**src/rtl/serial_bus_if.sv**
```systemverilog
// Handshake and bus signals between serial_bus_port and the core/Arduino side.
// master: the port itself; slave: the core plus Arduino environment.
interface serial_bus_if #(
    parameter int unsigned DATA_W = 16,
    parameter int unsigned BUS_W  = 8,
    parameter int unsigned NUM_CH = 3
) ();
    logic [NUM_CH-1:0]        tx_req;
    logic [NUM_CH*DATA_W-1:0] tx_data;
    logic [NUM_CH-1:0]        tx_grant;
    logic [NUM_CH-1:0]        tx_done;
    logic                     ard_receive_ready;
    logic [BUS_W-1:0]         out_bus;
    logic                     out_valid;
    logic                     ard_data_ready;
    logic [BUS_W-1:0]         in_bus;
    logic                     rx_clear;
    logic [DATA_W-1:0]        rx_data;
    logic                     rx_valid;
    logic                     error;

    modport master (
        input  tx_req, tx_data, ard_receive_ready, ard_data_ready, in_bus, rx_clear,
        output tx_grant, tx_done, out_bus, out_valid, rx_data, rx_valid, error
    );

    modport slave (
        output tx_req, tx_data, ard_receive_ready, ard_data_ready, in_bus, rx_clear,
        input  tx_grant, tx_done, out_bus, out_valid, rx_data, rx_valid, error
    );
endinterface

```
**src/rtl/serial_bus_port.sv**
```systemverilog
// Arbitrated, MSB-beat-first word serialiser plus independent receive assembler.
// Define BUS_RR_ARB_EN for round-robin arbitration; default is fixed lowest-index priority.
module serial_bus_port #(
    parameter int unsigned DATA_W = 16,
    parameter int unsigned BUS_W  = 8,
    parameter int unsigned NUM_CH = 3
) (
    input logic          clk,
    input logic          rst,
    serial_bus_if.master bus
);
    localparam int unsigned BEATS = DATA_W / BUS_W;
    localparam int unsigned CNT_W = (BEATS > 1) ? $clog2(BEATS) : 1;
    localparam int unsigned IDX_W = (NUM_CH > 1) ? $clog2(NUM_CH) : 1;

    typedef enum logic {IDLE = 1'b0, SEND = 1'b1} tx_state_e;

    tx_state_e          state_q, state_d;
    logic [DATA_W-1:0]  shreg_q, shreg_d;
    logic [CNT_W-1:0]   tx_cnt_q, tx_cnt_d;
    logic [NUM_CH-1:0]  tx_grant_q, tx_grant_d;
    logic [NUM_CH-1:0]  tx_done_q, tx_done_d;
    logic               out_valid_q, out_valid_d;
    logic               error_q, error_d;
    logic [DATA_W-1:0]  rxsh_q, rxsh_d;
    logic [CNT_W-1:0]   rx_cnt_q, rx_cnt_d;
    logic [DATA_W-1:0]  rx_data_q, rx_data_d;
    logic               rx_valid_q, rx_valid_d;

    logic [IDX_W-1:0]   win_idx_c;
    logic [NUM_CH-1:0]  win_onehot_c;
    logic [DATA_W-1:0]  win_word_c;
    logic               any_req_c;
    logic               last_beat_c;
    logic               abort_c;

`ifdef BUS_RR_ARB_EN
    logic [IDX_W-1:0]   ptr_q, ptr_d;
`endif

    assign any_req_c   = |bus.tx_req;
    assign last_beat_c = (tx_cnt_q == CNT_W'(BEATS - 1));
    assign abort_c     = ~|(bus.tx_req & tx_grant_q);

    // Arbiter: pick the winning channel index
    always_comb begin
        win_idx_c = '0;
`ifdef BUS_RR_ARB_EN
        begin
            logic found;
            int   idx;
            found = 1'b0;
            idx   = 0;
            for (int k = 0; k < int'(NUM_CH); k++) begin
                idx = int'(ptr_q) + k;
                if (idx >= int'(NUM_CH)) idx = idx - int'(NUM_CH);
                if (!found && bus.tx_req[idx]) begin
                    found     = 1'b1;
                    win_idx_c = IDX_W'(idx);
                end
            end
        end
`else
        for (int i = int'(NUM_CH) - 1; i >= 0; i--) begin
            if (bus.tx_req[i]) win_idx_c = IDX_W'(i);
        end
`endif
    end

    // Winner one-hot and word
    always_comb begin
        win_onehot_c = '0;
        win_word_c   = '0;
        for (int i = 0; i < int'(NUM_CH); i++) begin
            if (win_idx_c == IDX_W'(i)) begin
                win_onehot_c[i] = any_req_c;
                win_word_c      = bus.tx_data[i*DATA_W +: DATA_W];
            end
        end
    end

    always_ff @(posedge clk or posedge rst) begin
        if (rst) state_q <= IDLE;
        else     state_q <= state_d;
    end

    always_comb begin
        state_d = state_q;
        case (state_q)
            IDLE: if (any_req_c) state_d = SEND;
            SEND: if (abort_c || (bus.ard_receive_ready && last_beat_c)) state_d = IDLE;
            default: state_d = IDLE;
        endcase
    end

    // TX outputs and datapath; abort takes precedence over a coincident final beat
    always_comb begin
        tx_grant_d  = tx_grant_q;
        tx_done_d   = '0;
        error_d     = 1'b0;
        out_valid_d = out_valid_q;
        shreg_d     = shreg_q;
        tx_cnt_d    = tx_cnt_q;
`ifdef BUS_RR_ARB_EN
        ptr_d       = ptr_q;
`endif
        case (state_q)
            IDLE: begin
                if (any_req_c) begin
                    tx_grant_d  = win_onehot_c;
                    shreg_d     = win_word_c;
                    tx_cnt_d    = '0;
                    out_valid_d = 1'b1;
`ifdef BUS_RR_ARB_EN
                    ptr_d = (win_idx_c == IDX_W'(NUM_CH - 1)) ? '0 : win_idx_c + IDX_W'(1);
`endif
                end
            end
            SEND: begin
                if (bus.ard_receive_ready) begin
                    shreg_d  = shreg_q << BUS_W;
                    tx_cnt_d = tx_cnt_q + CNT_W'(1);
                end
                if (abort_c) begin
                    tx_grant_d  = '0;
                    out_valid_d = 1'b0;
                    error_d     = 1'b1;
                end else if (bus.ard_receive_ready && last_beat_c) begin
                    tx_grant_d  = '0;
                    out_valid_d = 1'b0;
                    tx_done_d   = tx_grant_q;
                end
            end
            default: ;
        endcase
    end

    // RX assembler; clear wins over a coincident beat
    always_comb begin
        rxsh_d     = rxsh_q;
        rx_cnt_d   = rx_cnt_q;
        rx_data_d  = rx_data_q;
        rx_valid_d = 1'b0;
        if (bus.rx_clear) begin
            rx_cnt_d = '0;
        end else if (bus.ard_data_ready) begin
            rxsh_d = DATA_W'({rxsh_q, bus.in_bus});
            if (rx_cnt_q == CNT_W'(BEATS - 1)) begin
                rx_cnt_d   = '0;
                rx_data_d  = rxsh_d;
                rx_valid_d = 1'b1;
            end else begin
                rx_cnt_d = rx_cnt_q + CNT_W'(1);
            end
        end
    end

    always_ff @(posedge clk or posedge rst) begin
        if (rst) begin
            shreg_q     <= '0;
            tx_cnt_q    <= '0;
            tx_grant_q  <= '0;
            tx_done_q   <= '0;
            out_valid_q <= 1'b0;
            error_q     <= 1'b0;
            rxsh_q      <= '0;
            rx_cnt_q    <= '0;
            rx_data_q   <= '0;
            rx_valid_q  <= 1'b0;
        end else begin
            shreg_q     <= shreg_d;
            tx_cnt_q    <= tx_cnt_d;
            tx_grant_q  <= tx_grant_d;
            tx_done_q   <= tx_done_d;
            out_valid_q <= out_valid_d;
            error_q     <= error_d;
            rxsh_q      <= rxsh_d;
            rx_cnt_q    <= rx_cnt_d;
            rx_data_q   <= rx_data_d;
            rx_valid_q  <= rx_valid_d;
        end
    end

`ifdef BUS_RR_ARB_EN
    always_ff @(posedge clk or posedge rst) begin
        if (rst) ptr_q <= '0;
        else     ptr_q <= ptr_d;
    end
`endif

    assign bus.tx_grant  = tx_grant_q;
    assign bus.tx_done   = tx_done_q;
    assign bus.out_valid = out_valid_q;
    assign bus.out_bus   = out_valid_q ? shreg_q[DATA_W-1 -: BUS_W] : '0;
    assign bus.error     = error_q;
    assign bus.rx_data   = rx_data_q;
    assign bus.rx_valid  = rx_valid_q;
endmodule
```
**src/flat_wrapper.sv**
```systemverilog
// flat-port wrapper written by rule: the top's interface ports become plain ports
module serial_bus_port_flat 
#(
    parameter int unsigned DATA_W = 16,
    parameter int unsigned BUS_W  = 8,
    parameter int unsigned NUM_CH = 3
)
  (clk, rst, bus_tx_req, bus_tx_data, bus_ard_receive_ready, bus_ard_data_ready, bus_in_bus, bus_rx_clear, bus_tx_grant, bus_tx_done, bus_out_bus, bus_out_valid, bus_rx_data, bus_rx_valid, bus_error);
  serial_bus_if #(.DATA_W(DATA_W), .BUS_W(BUS_W), .NUM_CH(NUM_CH)) bus_i ();
  input logic clk;
  input logic rst;
  input wire logic [$bits(bus_i.tx_req)-1:0] bus_tx_req;
  input wire logic [$bits(bus_i.tx_data)-1:0] bus_tx_data;
  input wire logic [$bits(bus_i.ard_receive_ready)-1:0] bus_ard_receive_ready;
  input wire logic [$bits(bus_i.ard_data_ready)-1:0] bus_ard_data_ready;
  input wire logic [$bits(bus_i.in_bus)-1:0] bus_in_bus;
  input wire logic [$bits(bus_i.rx_clear)-1:0] bus_rx_clear;
  output wire logic [$bits(bus_i.tx_grant)-1:0] bus_tx_grant;
  output wire logic [$bits(bus_i.tx_done)-1:0] bus_tx_done;
  output wire logic [$bits(bus_i.out_bus)-1:0] bus_out_bus;
  output wire logic [$bits(bus_i.out_valid)-1:0] bus_out_valid;
  output wire logic [$bits(bus_i.rx_data)-1:0] bus_rx_data;
  output wire logic [$bits(bus_i.rx_valid)-1:0] bus_rx_valid;
  output wire logic [$bits(bus_i.error)-1:0] bus_error;
  assign bus_i.tx_req = bus_tx_req;
  assign bus_i.tx_data = bus_tx_data;
  assign bus_i.ard_receive_ready = bus_ard_receive_ready;
  assign bus_i.ard_data_ready = bus_ard_data_ready;
  assign bus_i.in_bus = bus_in_bus;
  assign bus_i.rx_clear = bus_rx_clear;
  assign bus_tx_grant = bus_i.tx_grant;
  assign bus_tx_done = bus_i.tx_done;
  assign bus_out_bus = bus_i.out_bus;
  assign bus_out_valid = bus_i.out_valid;
  assign bus_rx_data = bus_i.rx_data;
  assign bus_rx_valid = bus_i.rx_valid;
  assign bus_error = bus_i.error;
  serial_bus_port #(.DATA_W(DATA_W), .BUS_W(BUS_W), .NUM_CH(NUM_CH)) u_core (.clk(clk), .rst(rst), .bus(bus_i));
endmodule
```
**config.mk**
```make
export PLATFORM = sky130hd
export DESIGN_NAME = serial_bus_port_flat
export DESIGN_NICKNAME = d
export VERILOG_FILES = /design/src/rtl/serial_bus_if.sv /design/src/rtl/serial_bus_port.sv /design/src/flat_wrapper.sv
export SDC_FILE = /design/constraint.sdc
export NUM_CORES = 1
export LEC_CHECK = 0
export CAP_MARGIN = 20
export CORE_MARGIN = 2
export CORE_UTILIZATION = 35
export DETAILED_ROUTE_END_ITERATION = 16
export PLACE_DENSITY = 0.65
export SLEW_MARGIN = 20
export SYNTH_ARGS = -nofsm -noshare
export SYNTH_HDL_FRONTEND = slang
export SYNTH_SLANG_ARGS = --single-unit
```
**constraint.sdc**
```tcl
create_clock -name clk -period 3.04 [get_ports clk]
set_clock_uncertainty 0.2 [all_clocks]
set_input_delay 0.456 -clock clk [delete_from_list [all_inputs] [get_ports clk]]
set_output_delay 0.456 -clock clk [all_outputs]
set_load 0.03 [all_outputs]
```
==> run summary <==
For this run, design rule violations remaining after detail routing come to 0. The worst setup slack for register-to-register paths was 1.30 ns; the final weighted congestion in routability-driven placement was 0.786. After layout, the minimum clock period comes to 2.39 ns. Sequential cells were found to cover 48.5% of the synthesized design area.

The final-layout setup total negative slack is 0 ns, and the number of global-route vias before repair is 2257. The most frequently used flop master after synthesis was dfrtp_1. The logs give 11000 microns for the wire length of the first global-routing pass and 2 for the maximum clock path buffer count.

The run gives 54.7% as the relative slew slack. The number of max-slew violations in the final report is 0, and the total nets after synthesis is 324. The net total in the final layout is 419, and the total power is 2.85 mW. The top cell types in the final layout, fill and taps aside, are 96 x clkdlybuf4s50_1, 52 x dfrtp_1, 24 x mux2_2. After clock tree synthesis, the clock-pin slew on the worst setup and hold paths is 0.09 ns.

The post-synthesis cell area is 2690 sq um, and the cell leakage power is 1.62 nW. The number of flops mapped to enable cells by yosys came out at 0. The number of inserted diodes was 0. For this run, the number of Yosys warnings is 0.

TritonCTS built the clock tree. The detailed router's first-iteration violation count is 82, and the power density over the cells is 738 nW/um^2. The number of vias per cell after detailed routing was 5.02.

Of all nets on the critical path, the largest fanout is 6. After technology mapping, the gate count stands at 260. After filler insertion, the fill cell instance count of the layout stands at 661. The post-synthesis to final-layout area growth is 44.0%. The tools report the worst path required time as 2.38 ns. The startpoint of the most critical register-to-register path is u_core.state_q. Detailed routing inserted a total of 2285 vias. The final setup slack of the worst path was 0.651 ns; the number of flip-flops and latches in the synthesized netlist was 52. The post-placement worst setup slack was 0.501 ns. Critical path class: reg2out.

In this run, distinct cell masters in the synthesized netlist total 41. Summed over all nets, the half-perimeter wirelength after detailed placement is 5070 microns. Setup repair after global routing left no endpoint under its margin. The tools report the category of the worst setup path launch point as a flip-flop. After synthesis, the share of flip-flops with an asynchronous set or reset is 100%. Setup violations remaining at the end of the flow were counted as 0. Once the clock tree was built, the resizer swapped 0 gates to a different size. At the pin with the least slew margin, the transition time is 0.675 ns. For the total length of routed wires, the log shows 6640 microns. The flow ran to the end, and the final reports show no timing, DRC or antenna violations.

In this run the count of I/O pins placed on the die edge is 97. In this run the worst setup path begins at u_core.bus.out_valid. The tools report the remaining number of nets flagged by the antenna check after routing as 0. Worst reg-to-reg path cell count: 3. The CTS buffer count is 5, and the number of detailed-routing iterations run before antenna repair is 4. Data arrives at the worst endpoint at 1.73 ns. The depth of the worst hold-timing path came out at 1. Measured along the x axis, the die boundary spans 91.6 microns. For this configuration, the core starts out at a cell density of 36.6%. The highest attainable clock frequency is 419 MHz, and the number of max-capacitance violations reported is 0. Buffers added to address setup during post-CTS repair amount to 0.

For the final hold violation count, the log shows 0. At the later pin of the worst-skew pair, clock insertion delay measures 0.30 ns. The class of the most critical hold timing path is reg2reg.

The buffer cell driving the clock tree root is clkbuf_8. The H-tree was split into 2 levels. The sum of overflow across all layers after global routing is 0, and the synthesized area per cell is 10.3 sq um.

Most frequent standard cell in the layout excluding fill and tap cells: clkdlybuf4s50_1. The core outline area was 7330 sq um; the TritonCTS sink count was 52. Global routing used 16.3% of the available tracks. Highest ir drop seen on vdd: 0.000265 V. Dividing the final minimum period by the clock period gives 78.6%. For this design, the CTS-stage hold fixing added 0 buffers. Terminus of the critical flop-to-flop path: u_core.shreg_q[5]. After detailed placement, the total cell area comes to 3760 sq um. The vertical die dimension was 91.6 microns; the maximum number of pins on one net before global-route repair was 35.

The utilization of the core after routing was 52.8%. Following the worst setup path forward leads to its endpoint at bus_out_bus[7]. The number of cells in the finished layout apart from fillers came out at 455. The cell area after layout was 3870 sq um; the number of buffers inserted by port buffering was 96. Dividing the detail-routed wire length by the instance count gives 14.6 microns. The post-placement cell count was 447; the number of placement rows was 31. The fraction of final layout cells sized beyond drive strength 1 is 16.6%, and the die area is 8390 sq um. STA classifies the critical path endpoint as an output pin.

The logs give 0.302 ns for the worst hold margin and 0 for the number of antenna violations at the first check in global routing.
## cells in the mapped netlist (2+ instances only)
library cell	instances	area [sq um]
nor2_1	22	82.6
a221o_1	3	30.0
nor2b_1	8	50.1
or3b_2	9	78.8
nand2b_1	13	81.3
and2_1	5	31.3
or2_2	2	12.5
o211ai_1	4	30.0
a31oi_1	5	31.3
and3_1	2	12.5
nand2_1	10	37.5
nand3_1	4	20.0
o2bb2ai_1	3	26.3
o21a_1	2	15.0
nor3b_1	3	22.5
a311oi_1	3	26.3
nand3b_1	4	30.0
a21oi_1	15	75.1
buf_2	8	40.0
o32ai_1	8	70.1
dfrtp_1	52	1300
inv_1	19	71.3
clkbuf_1	7	26.3
nor3_2	2	20.0
o311a_1	4	40.0
mux2_2	24	270
o21bai_1	5	37.5
## final cells by class
cell class	instances	area, sq um	area share, %
Clock buffer	5	68.8	1.78
Clock inverter	3	42.5	1.10
Inverter	19	71.3	1.84
Multi-Input combinational cell	171	1220	31.6
Sequential cell	52	1300	33.6
Tap cell	99	124	3.20
Timing Repair Buffer	106	1040	26.8
## cell families (layout without fill, tap and decap cells)
logic type	after synthesis	after routing	synth area share, %
flops	52	52	48.5
buf+inv	37	133	5.96
xor+xnor	1	1	0.326
compound gates	58	58	16.2
mux	25	25	10.4
simple gates	87	87	18.6
## state kept, by name, summed over array words and instances (netlist names)
register,count
u_core.bus.rx_data,16
u_core.bus.tx_done,3
u_core.rxsh_q,8
u_core.state_q,1
u_core.bus.out_valid,1
u_core.last_beat_c,1
u_core.shreg_q,16
u_core.rx_cnt_q,1
u_core.bus.error,1
u_core.bus.rx_valid,1
u_core.bus.tx_grant,3
## metal layers
layer | wire, microns | GRT usage, % | vias up
met1 | 3000 | 21.7 | 1079
met3 | 425 | 3.15 | 2
met2 | 3200 | 27.1 | 98
met5 | 0 | 0 | -
li1 | - | - | 1106
met4 | 18 | 4.29 | 0
## worst max-delay path, cell delays in order (launching register included)
cell and delay [ns]:
dfrtp_1 0.42, inv_1 0.15, nor2_1 0.16, clkdlybuf4s50_1 0.70
## worst min-delay path by stage
stage                                  start                     end  slack (ns)
final                     u_core.last_beat_c      u_core.last_beat_c        0.30
after global routing        u_core.rxsh_q[2]        u_core.rxsh_q[2]        0.32
after CTS                 u_core.last_beat_c      u_core.last_beat_c        0.30
after detailed placement  u_core.last_beat_c      u_core.last_beat_c        0.29
after global placement      u_core.rxsh_q[6]  u_core.bus.rx_data[14]        0.28
after floorplan           u_core.last_beat_c      u_core.last_beat_c        0.26
## power by group
part	switching, mW	leakage (nW)	internal [mW]
Sequential	0.115	0.635	0.924
Combinational	0.739	0.927	0.608
Clock	0.225	0.0541	0.244
Total	1.08	1.62	1.78
Power figures use the tool's default switching activity.
==> edit: new RTL, same settings <==
`DATA_W` is set to 16 in 3 places; all go to 32.
--- a/src/rtl/serial_bus_if.sv
+++ b/src/rtl/serial_bus_if.sv
@@ -3,3 +3,3 @@
 interface serial_bus_if #(
-    parameter int unsigned DATA_W = 16,
+    parameter int unsigned DATA_W = 32,
     parameter int unsigned BUS_W  = 8,
--- a/src/rtl/serial_bus_port.sv
+++ b/src/rtl/serial_bus_port.sv
@@ -3,3 +3,3 @@
 module serial_bus_port #(
-    parameter int unsigned DATA_W = 16,
+    parameter int unsigned DATA_W = 32,
     parameter int unsigned BUS_W  = 8,
--- a/src/flat_wrapper.sv
+++ b/src/flat_wrapper.sv
@@ -3,3 +3,3 @@
 #(
-    parameter int unsigned DATA_W = 16,
+    parameter int unsigned DATA_W = 32,
     parameter int unsigned BUS_W  = 8,
Interface: changed (resized bus_rx_data and bus_tx_data); port bits go from 97 to 161. No check against the original RTL was run, so the function may have changed too.
==> edit against the original RTL <==
Design area rose by 80%; sequential cell count rose by 50; wire length rose by 100%; worst hold slack got worse by 30 ps; via count rose by 85%; non-clock buffer count rose by 68; power rose by 79%; worst setup slack got worse by 67 ps; clock power rose to 2.6 times the old value; synthesized area rose by 84%; critical endpoint is now bus_out_bus[4].
==> edit: results (changes against the original RTL) <==
length in cells of the worst reg-to-reg path 4 (+1); nets in the synthesized netlist 604 (+86%); Max-slew headroom 60.50% (+5.8 points); Max-cap violations 0 (unchanged); maximum number of pins on one net before global-route repair 60 (+71%); worst reg2reg endpoint u_core.shreg_q[14]; ys flop type dfrtp_1; first-pass GRT wire length 21180 um (+92%); CTS resizes 0 (unchanged); maximum vdd ir drop 0.2904 mV (+9.4%); clock tree root driver cell clkbuf_16; detailed router's first-iteration violation count 242 (+200%); post-DP HPWL 9538 um (+88%); R2R Path Start u_core.state_q; Async S/R FF share, synth 100.0% (unchanged); Seq/Total Area, Yosys 51.65% (+3.2 points); YS warnings 0 (unchanged); post-CTS repair timing setup buffer count 0 (unchanged); Clock Pin Slew Worst Setup and Hold Paths 70 ps (-20 ps); routability cong. 0.8166 (+3.8%); number of diodes 0 (unchanged); number of nets in the layout 750 (+79%); deepest clock path buffer count 2 (unchanged); count of cell types in the netlist 29 (-29%); crit path DAT 1800 ps (+70 ps); DR WL/cell 16.34 um (+12%); count of TritonRoute iterations in the first routing pass 4 (unchanged); number of stages on the worst hold path 2 (+1); vias in the first global route 4333 (+92%); worst-path fanout max 10 (+4); input/output buffers 160 (+67%); number of antenna violations at the first check in global routing 0 (unchanged); clk_lat worst skew 350 ps (+50 ps); destination of the worst hold path u_core.rxsh_q[18]; hold path start u_core.rxsh_q[18]; Cells after DPL 805 (+80%); internal reg-to-reg setup slack 1300 ps (about the same); cell count after synthesis 490 (+88%); via-per-instance ratio 5.152 (+2.6%); proportion of layout cells with a drive suffix above 1 12.48% (-4.1 points); overall global routing resource usage 17.97% (+1.7 points); non-filler instance count after layout 821 (+80%); Num CTS Buffers 9 (+4); top post-synthesis cells by area dfrtp_1 (52%), o22ai_1 (7.1%), nand2_1 (6.3%); top cells by count, synth dfrtp_1 (102), nand2_1 (83), o22ai_1 (56); leak pwr 0.003070 uW (+90%); level count of the clock H-tree 3 (+1); class of the worst hold path flop to flop; status finished clean
edit: per-stage QoR:
stage | instance area (um^2) | worst slack (ps) | hold slack [ps]
after detailed placement | 6656 | 551.1 | 258.4
after floorplan | 4946 | 1166 | 238.5
after CTS | 6978 | 537.1 | 275.1
final | 6978 | 584.4 | 272.3
after global routing | 6978 | 466.0 | 299.6
after global placement | 6656 | 607.5 | 251.0
edit: logic make-up (layout without fill, tap and decap cells):
family                     after synthesis  count (layout)  share of synthesized area [%]
and+or+nand+nor                        148             148                          12.84
adders and majority gates                2               2                         0.5062
buffers and inverters                   45             196                          5.519
AOI/OAI and AO/OA                      159             159                          21.80
muxes                                   34              34                          7.696
DFF                                    102             102                          51.65
edit: worst max-delay path, cell delays in order, from the launching register on:
cell             delay, ps
dfrtp_1                570
and2_1                 180
clkdlybuf4s50_1        710
edit: power by group:
| part | total (uW) | switching [uW] | internal, uW |
|---|---|---|---|
| Combinational | 1890 | 1040 | 845 |
| Clock | 1240 | 516 | 728 |
| Sequential | 1990 | 255 | 1730 |
edit: worst max-delay path by stage:
stage                               startpoint                  to  cells past startpoint
after floorplan                            rst    u_core.bus.error                      1
after global placement           bus_tx_req[1]  u_core.shreg_q[14]                      5
after detailed placement         bus_tx_req[0]  u_core.shreg_q[17]                      6
after CTS                 u_core.bus.out_valid      bus_out_bus[4]                      2
after global routing      u_core.bus.out_valid      bus_out_bus[4]                      2
final                     u_core.bus.out_valid      bus_out_bus[4]                      2
edit: cell type report:
type | instances | area (um^2)
Clock buffer | 10 | 229.0
Fill cell | 1211 | 6849
Inverter | 6 | 26.28
Tap cell | 180 | 225.2
Clock inverter | 6 | 92.59
Sequential cell | 102 | 2554
Multi-Input combinational cell | 343 | 2120
Timing Repair Buffer | 174 | 1732
edit: metal layers:
layer  global-route usage, %  up-vias  share of wire [%]  wire length [um]
li1                        -     2029                  -                 -
met1                   21.69     2029                 41              5484
met2                   32.01      154                 51              6884
met3                   2.835       18                6.0               799
met4                   6.897        0                1.9               250
met5                       0        -                  0                 0
